$ cat config.mk
export PLATFORM = sky130hd
export DESIGN_NAME = ppg_mux_sampler
export DESIGN_NICKNAME = d
export VERILOG_FILES = /design/src/rtl/ppg_pkg.sv /design/src/rtl/ppg_chan_avg.sv /design/src/rtl/ppg_mux_sampler.sv
export SDC_FILE = /design/constraint.sdc
export NUM_CORES = 1
export LEC_CHECK = 0
export CAP_MARGIN = 20
export CORE_MARGIN = 1
export CORE_UTILIZATION = 50
export CTS_CLUSTER_SIZE = 24
export DETAILED_ROUTE_END_ITERATION = 7
export MAX_ROUTING_LAYER = met4
export PLACE_DENSITY = 0.86
export SLEW_MARGIN = 40
export SYNTH_ARGS = -nofsm -noshare
export SYNTH_HDL_FRONTEND = slang
export SYNTH_HIERARCHICAL = 1
export SYNTH_SLANG_ARGS = --single-unit
$ cat constraint.sdc
create_clock -name clk -period 2.99 [get_ports clk]
set_input_delay 0.299 -clock clk [delete_from_list [all_inputs] [get_ports clk]]
set_output_delay 0.299 -clock clk [all_outputs]
set_load 0.005 [all_outputs]
$ cat src/rtl/ppg_pkg.sv
// Shared types and constants for the PPG LED multiplexer / ADC sampler.
package ppg_pkg;

    localparam int DC_W  = 7;
    localparam int PGA_W = 4;
    localparam int ADC_W = 8;

    localparam logic [DC_W-1:0]  DC_IDLE = 7'd64;
    localparam logic [ADC_W-1:0] CLIP_LO = 8'h00;
    localparam logic [ADC_W-1:0] CLIP_HI = 8'hFF;

    typedef enum logic [2:0] {
        ST_IDLE,
        ST_SETTLE_IR,
        ST_ACQ_IR,
        ST_SETTLE_RED,
        ST_ACQ_RED,
        ST_SETTLE_DARK,
        ST_ACQ_DARK,
        ST_PRESENT
    } ppg_state_e;

    function automatic logic [ADC_W-1:0] sat_sub(input logic [ADC_W-1:0] a,
                                                 input logic [ADC_W-1:0] b);
        return (a > b) ? a - b : '0;
    endfunction

endpackage

$ cat src/rtl/ppg_chan_avg.sv
// Per-phase ADC averager: accumulates 2^AVG_LOG2 accepted samples and tracks clipping.
module ppg_chan_avg
    import ppg_pkg::*;
#(
    parameter int AVG_LOG2 = 2
) (
    input  logic             clk,
    input  logic             rst_n,
    input  logic             clear,
    input  logic             acq,
    input  logic             clip_en,
    input  logic [ADC_W-1:0] adc,
    input  logic             adc_valid,
    output logic             done,
    output logic [ADC_W-1:0] avg,
    output logic             clip
);

    localparam int ACC_W = ADC_W + AVG_LOG2;
    localparam int CNT_W = AVG_LOG2 + 1;
    localparam int N     = 1 << AVG_LOG2;

    logic [ACC_W-1:0] acc_q;
    logic [ACC_W-1:0] sum;
    logic [CNT_W-1:0] cnt_q;
    logic             clip_q;
    logic             take;
    logic             hit;

    assign take = acq && adc_valid;
    assign hit  = take && clip_en && (adc == CLIP_LO || adc == CLIP_HI);
    assign sum  = acc_q + ACC_W'(adc);

    // The sample arriving with the final count is folded in combinationally,
    // so the caller stores avg on the same edge that done is seen.
    assign done = take && (cnt_q == CNT_W'(N - 1));
    assign avg  = sum[AVG_LOG2 +: ADC_W];
    assign clip = clip_q | hit;

    always_ff @(posedge clk) begin
        // NOTE: state registers use non-blocking assignments so every flop
        // samples pre-edge values regardless of statement order.
        if (!rst_n || clear) begin
            acc_q  <= '0;
            cnt_q  <= '0;
            clip_q <= 1'b0;
        end else if (take) begin
            acc_q  <= sum;
            cnt_q  <= cnt_q + 1'b1;
            clip_q <= clip_q | hit;
        end
    end

endmodule

$ cat src/rtl/ppg_mux_sampler.sv
// IR/RED LED time-multiplexer with settling, ADC averaging and a valid/ready pair output.
// Optional ambient (dark) subtraction phase is built when PPG_DARK_SUB_EN is defined.
module ppg_mux_sampler
    import ppg_pkg::*;
#(
    parameter int SETTLE_CYCLES = 16,
    parameter int AVG_LOG2      = 2,
    parameter int DARK_CYCLES   = 8
) (
    input  logic             clk,
    input  logic             rst_n,
    input  logic             run,
    input  logic [DC_W-1:0]  dc_ir,
    input  logic [DC_W-1:0]  dc_red,
    input  logic [PGA_W-1:0] pga_ir,
    input  logic [PGA_W-1:0] pga_red,
    input  logic [ADC_W-1:0] adc,
    input  logic             adc_valid,
    output logic             led_ir,
    output logic             led_red,
    output logic [DC_W-1:0]  dc_comp,
    output logic [PGA_W-1:0] pga_gain,
    output logic [ADC_W-1:0] ir_sample,
    output logic [ADC_W-1:0] red_sample,
    output logic             clip_ir,
    output logic             clip_red,
    output logic             sample_valid,
    input  logic             sample_ready
);

`ifdef PPG_DARK_SUB_EN
    localparam bit DARK_EN = 1'b1;
`else
    localparam bit DARK_EN = 1'b0;
`endif

    localparam int CNT_W = 16;

    ppg_state_e       state_q, state_d;
    logic [CNT_W-1:0] settle_cnt;
    logic             settling;
    logic             settle_done;

    logic [DC_W-1:0]  dc_ir_q, dc_red_q;
    logic [PGA_W-1:0] pga_ir_q, pga_red_q;
    logic [ADC_W-1:0] ir_avg_q, red_avg_q;
    logic             clip_ir_q, clip_red_q;

    logic             acq;
    logic             clip_en;
    logic             chan_done;
    logic [ADC_W-1:0] chan_avg;
    logic             chan_clip;

    assign settling = (state_q == ST_SETTLE_IR) || (state_q == ST_SETTLE_RED) ||
                      (state_q == ST_SETTLE_DARK);
    assign settle_done = (state_q == ST_SETTLE_DARK) ? (settle_cnt == CNT_W'(DARK_CYCLES - 1))
                                                     : (settle_cnt == CNT_W'(SETTLE_CYCLES - 1));
    assign acq     = (state_q == ST_ACQ_IR) || (state_q == ST_ACQ_RED) || (state_q == ST_ACQ_DARK);
    assign clip_en = (state_q != ST_ACQ_DARK);

    ppg_chan_avg #(.AVG_LOG2(AVG_LOG2)) u_chan_avg (
        .clk       (clk),
        .rst_n     (rst_n),
        .clear     (!acq || !run),
        .acq       (acq),
        .clip_en   (clip_en),
        .adc       (adc),
        .adc_valid (adc_valid),
        .done      (chan_done),
        .avg       (chan_avg),
        .clip      (chan_clip)
    );

    always_ff @(posedge clk) begin
        if (!rst_n) state_q <= ST_IDLE;
        else        state_q <= state_d;
    end

    always_comb begin
        // NOTE: every output gets a default first so no path leaves a latch.
        state_d      = state_q;
        led_ir       = 1'b0;
        led_red      = 1'b0;
        dc_comp      = DC_IDLE;
        pga_gain     = '0;
        sample_valid = 1'b0;
        if (state_q != ST_IDLE && !run) begin
            state_d = ST_IDLE;
        end else begin
            case (state_q)
                ST_IDLE: if (run) state_d = ST_SETTLE_IR;
                ST_SETTLE_IR: begin
                    led_ir   = 1'b1;
                    dc_comp  = dc_ir_q;
                    pga_gain = pga_ir_q;
                    if (settle_done) state_d = ST_ACQ_IR;
                end
                ST_ACQ_IR: begin
                    led_ir   = 1'b1;
                    dc_comp  = dc_ir_q;
                    pga_gain = pga_ir_q;
                    if (chan_done) state_d = ST_SETTLE_RED;
                end
                ST_SETTLE_RED: begin
                    led_red  = 1'b1;
                    dc_comp  = dc_red_q;
                    pga_gain = pga_red_q;
                    if (settle_done) state_d = ST_ACQ_RED;
                end
                ST_ACQ_RED: begin
                    led_red  = 1'b1;
                    dc_comp  = dc_red_q;
                    pga_gain = pga_red_q;
                    if (chan_done) state_d = DARK_EN ? ST_SETTLE_DARK : ST_PRESENT;
                end
                ST_SETTLE_DARK: begin
                    dc_comp  = dc_ir_q;
                    pga_gain = pga_ir_q;
                    if (settle_done) state_d = ST_ACQ_DARK;
                end
                ST_ACQ_DARK: begin
                    dc_comp  = dc_ir_q;
                    pga_gain = pga_ir_q;
                    if (chan_done) state_d = ST_PRESENT;
                end
                ST_PRESENT: begin
                    sample_valid = 1'b1;
                    if (sample_ready) state_d = ST_SETTLE_IR;
                end
                default: state_d = ST_IDLE;
            endcase
        end
    end

    always_ff @(posedge clk) begin
        if (!rst_n || !settling || settle_done || !run) settle_cnt <= '0;
        else                                             settle_cnt <= settle_cnt + 1'b1;
    end

    always_ff @(posedge clk) begin
        if (!rst_n) begin
            dc_ir_q    <= '0;
            dc_red_q   <= '0;
            pga_ir_q   <= '0;
            pga_red_q  <= '0;
            ir_avg_q   <= '0;
            red_avg_q  <= '0;
            clip_ir_q  <= 1'b0;
            clip_red_q <= 1'b0;
            ir_sample  <= '0;
            red_sample <= '0;
            clip_ir    <= 1'b0;
            clip_red   <= 1'b0;
        end else if (!run) begin
            clip_ir_q  <= 1'b0;
            clip_red_q <= 1'b0;
        end else begin
            case (state_q)
                ST_IDLE: begin
                    dc_ir_q   <= dc_ir;
                    dc_red_q  <= dc_red;
                    pga_ir_q  <= pga_ir;
                    pga_red_q <= pga_red;
                end
                ST_ACQ_IR: if (chan_done) begin
                    ir_avg_q  <= chan_avg;
                    clip_ir_q <= chan_clip;
                end
                ST_ACQ_RED: if (chan_done) begin
                    red_avg_q  <= chan_avg;
                    clip_red_q <= chan_clip;
                    if (!DARK_EN) begin
                        ir_sample  <= ir_avg_q;
                        red_sample <= chan_avg;
                        clip_ir    <= clip_ir_q;
                        clip_red   <= chan_clip;
                    end
                end
                ST_ACQ_DARK: if (chan_done) begin
                    ir_sample  <= sat_sub(ir_avg_q, chan_avg);
                    red_sample <= sat_sub(red_avg_q, chan_avg);
                    clip_ir    <= clip_ir_q;
                    clip_red   <= clip_red_q;
                end
                ST_PRESENT: if (sample_ready) begin
                    clip_ir_q  <= 1'b0;
                    clip_red_q <= 1'b0;
                end
                default: ;
            endcase
        end
    end

endmodule

==> summary.md <==
| Metric | Value |
|---|---|
| Status | `complete, but fails checks` |
| Failing checks | `setup timing` |
| Routed Antenna Nets | `0` |
| Clock buffer depth | `2` |
| TritonCTS Buffers | `9` |
| Internal | `1.69 mW` |
| Min-delay src | `settle_cnt[0]` |
| Cell Area, Synth | `around 5200 µm²` |
| Avg Inst Size Synth | `8.13 µm²` |
| Comb pwr share | `around an eighth` |
| DP HPWL | `10300 µm` |
| Antenna violations before repair | `0` |
| Worst setup EP type | `flip-flop` |
| Final setup viols | `7` |
| GPL Wtd Cong | `between 0.9 and 1` |
| Max-cap violation count | `0` |
| IO Port Bufs | `66` |
| Net load switching power | `approximately 0.63 mW` |
| Leak Pwr | `2.63 nW` |
| WHS | `0.457 ns` |
| VDD IR max | `around 0.20 mV` |
| Clock slew at reported path FFs | `0.10 ns` |
| Hold Path Class | `reg2reg` |
| Post-Syn Instances | `about 650` |
| Core area | `roughly 10000 µm²` |
| Top cells by area, synth | `dfxtp_1, nand2_1, ha_1, a21boi_0, a21oi_1` |
| Fmax | `326 MHz` |
| Crit-path max FO | `9` |
| WP data arrival | `around 3.4 ns` |
| Final Max Slew Viols | `0` |
| Via density | `5.92` |
| Yosys top cell by area | `dfxtp_1` |
| I/O pins | `67` |
| Fin nets | `824` |
| Crit start category | `flip-flop` |
| CP required | `3.30 ns` |
| Share of layout cells above drive strength 1 | `22.8%` |
| Tcrit/Tclk final | `103%` |
| Clk_skew | `roughly 0.0074 ns` |
| FFs w/ async S/R, synth | `0%` |
| Chip width | `104 µm` |
| Final Hold Fails | `0` |
| Drt total wl | `16000 µm` |
| Sequential power share | `53.7%` |
| Sequential share of the synthesized area | `34.7%` |
| Number of synthesized flops with an enable pin | `0` |
| Most instantiated cells after synthesis | `nand2_1, dfxtp_1, a21oi_1` |
| Post-route insts no fill | `900` |
| Inst Count DP | `874` |
| Share of the synthesized area in the top cell type | `34.7%` |
| Root Driver | `clkbuf_8` |
| DRT iter0 DRCs | `453` |
| Clk_lat worst skew | `0.37 ns` |
| CP startpoint | `u_chan_avg/acc_q[0]` |
| First-pass GRT wire length | `around 24000 µm` |
| DR DRC count | `0` |
| TritonRoute pass-1 iters | `5` |
| RSZ-0062 raised after global routing | `true` |
| Switching share of power | `27.1%` |
| Largest net degree at the start of global routing | `35` |
| Max_slew headroom | `49.6%` |
| Worst r2r src | `u_chan_avg/acc_q[0]` |
| Ys Warns | `6` |
| Power share of the clock group | `34.3%` |
| CTS tree | `done` |
| Most common cell in the netlist | `nand2_1` |
| Setup Crit Path Kind | `reg2reg` |
| Die H | `104 µm` |
| Synth-to-layout area growth | `35.1%` |
| Post-DP Area | `6350 µm²` |
| Final core occ | `69.3%` |
| Crit path time final | `3.07 ns` |
| Total grt overflow | `0` |
| Pwr dens | `roughly 330 nW/µm²` |
| H-tree depth | `3` |
| DIE AREA | `10900 µm²` |
| Via count | `5332` |
| Design Area, Final | `roughly 7100 µm²` |
| Vias in the first global route | `~5000` |
| Hold_buf cts | `0` |
| Register bit count reported by yosys | `91` |
| Fill cell count | `726` |
| Slew @ Worst Pin | `0.754 ns` |
| Setup WS post-layout | `-0.0787 ns` |
| Tot GR Track Use | `27.8%` |
| Routed WL per cell | `17.8 µm` |
| Setup Total Neg Slack | `-0.196 ns` |
| Synthesized Nets | `~700` |
| Distinct cells, synth | `65` |
| Synth Flop Type | `dfxtp_1` |
| CTS Sinks | `91` |
| N_diodes | `0` |
| Rows | `37` |
| Initial Util | `between 50% and 60%` |
## repair_timing
item                                    in CTS  in global routing
buffers inserted                             5                  5
hold endpoints to repair                     0                  0
endpoints found under the setup margin      16                 16
pin swaps                                    8                 33
resized for setup                           29                 67
## layout by cell type, fill, tap and decap left out, types with 8 or more instances in the layout
master,count
nand2_1,94
mux2i_1,11
o21ai_0,29
nor2b_1,15
and3_1,8
a21boi_0,30
clkdlybuf4s50_1,63
nand4_1,15
nor2_1,34
ha_1,13
clkbuf_8,9
a22o_1,14
dfxtp_1,90
o21ai_1,17
xnor2_1,14
and2_1,8
xor2_1,10
inv_1,20
a21oi_1,24
ha_4,13
nand3_1,12
a21oi_2,14
buf_4,76
## state kept, by name, summed over array words and instances, names as in the netlist
name and flops:
u_chan_avg/clip_q 1, state_q 3, ir_sample 8, red_avg_q 8
dc_red_q 7, dc_ir_q 7, clip_ir 1, pga_ir_q 4
u_chan_avg/acc_q 10, clip_red 1, settle_cnt 16, clip_red_q 1
clip_ir_q 1, u_chan_avg/cnt_q 3, pga_red_q 4, ir_avg_q 8
red_sample 8
## through the flow
stage          setup WS (ns)  power, mW
3_3_place_gp          -0.588       1.50
6_report             -0.0787       2.31
5_1_grt               -0.164       2.39
3_5_place_dp          -0.784       1.51
2_1_floorplan        0.00819       1.39
4_1_cts              0.00130       2.28
## layer usage
metal  GRT usage (%)  up-vias  wire (µm)
met1            31.7     2528       6330
met5               -        -          0
li1                -     2488          -
met4            12.4        0        773
met2            47.4      235       8010
met3            4.95       81        933
## cell families after synthesis
family / synth area share (%)
AO/OA/AOI/OAI: 21.9
XOR/XNOR: 5.01
adder cells (fa/ha/maj): 7.58
buffers and inverters: 6.32
flip-flops: 34.7
multiplexers: 2.50
AND/OR/NAND/NOR: 22.0
## worst max-delay path, cell delays in order (launching register included)
cell,delay [ns]
dfxtp_2,0.35
ha_4,0.16
buf_4,0.14
a211oi_4,0.30
o21ai_4,0.12
a31oi_4,0.19
xnor2_2,0.15
inv_1,0.10
ha_1,0.40
buf_4,0.20
nand2_1,0.12
a211oi_4,0.30
nor2b_2,0.27
o31ai_4,0.09
a21oi_2,0.12
## final timing paths
| check | to | slack, ns | cells after the start |
|---|---|---|---|
| worst max-delay path | red_sample[7] | -0.08 | 14 |
| worst min-delay path | settle_cnt[0] | 0.46 | 1 |
| worst max register to register | red_sample[7] | -0.08 | 14 |
| worst min register to register | settle_cnt[0] | 0.46 | 1 |
## power groups by stage
stage	sequential, mW	clock, mW	combinational (mW)
6_report	1.24	0.792	0.279
4_1_cts	1.24	0.789	0.246
3_3_place_gp	1.27	0	0.229
2_1_floorplan	1.26	0	0.126
3_5_place_dp	1.27	0	0.239
5_1_grt	1.24	0.847	0.299
## final cells by class
type | instances | area (µm²) | share of cell area, %
Timing Repair Buffer | 143 | 1250 | 17.6
Multi-Input combinational cell | 487 | 3570 | 50.3
Tap cell | 136 | 170 | 2.40
Clock buffer | 10 | 128 | 1.80
Inverter | 27 | 104 | 1.46
Sequential cell | 91 | 1820 | 25.7
Clock inverter | 6 | 50.0 | 0.706
Note: power is estimated with default switching activity, not from simulation.
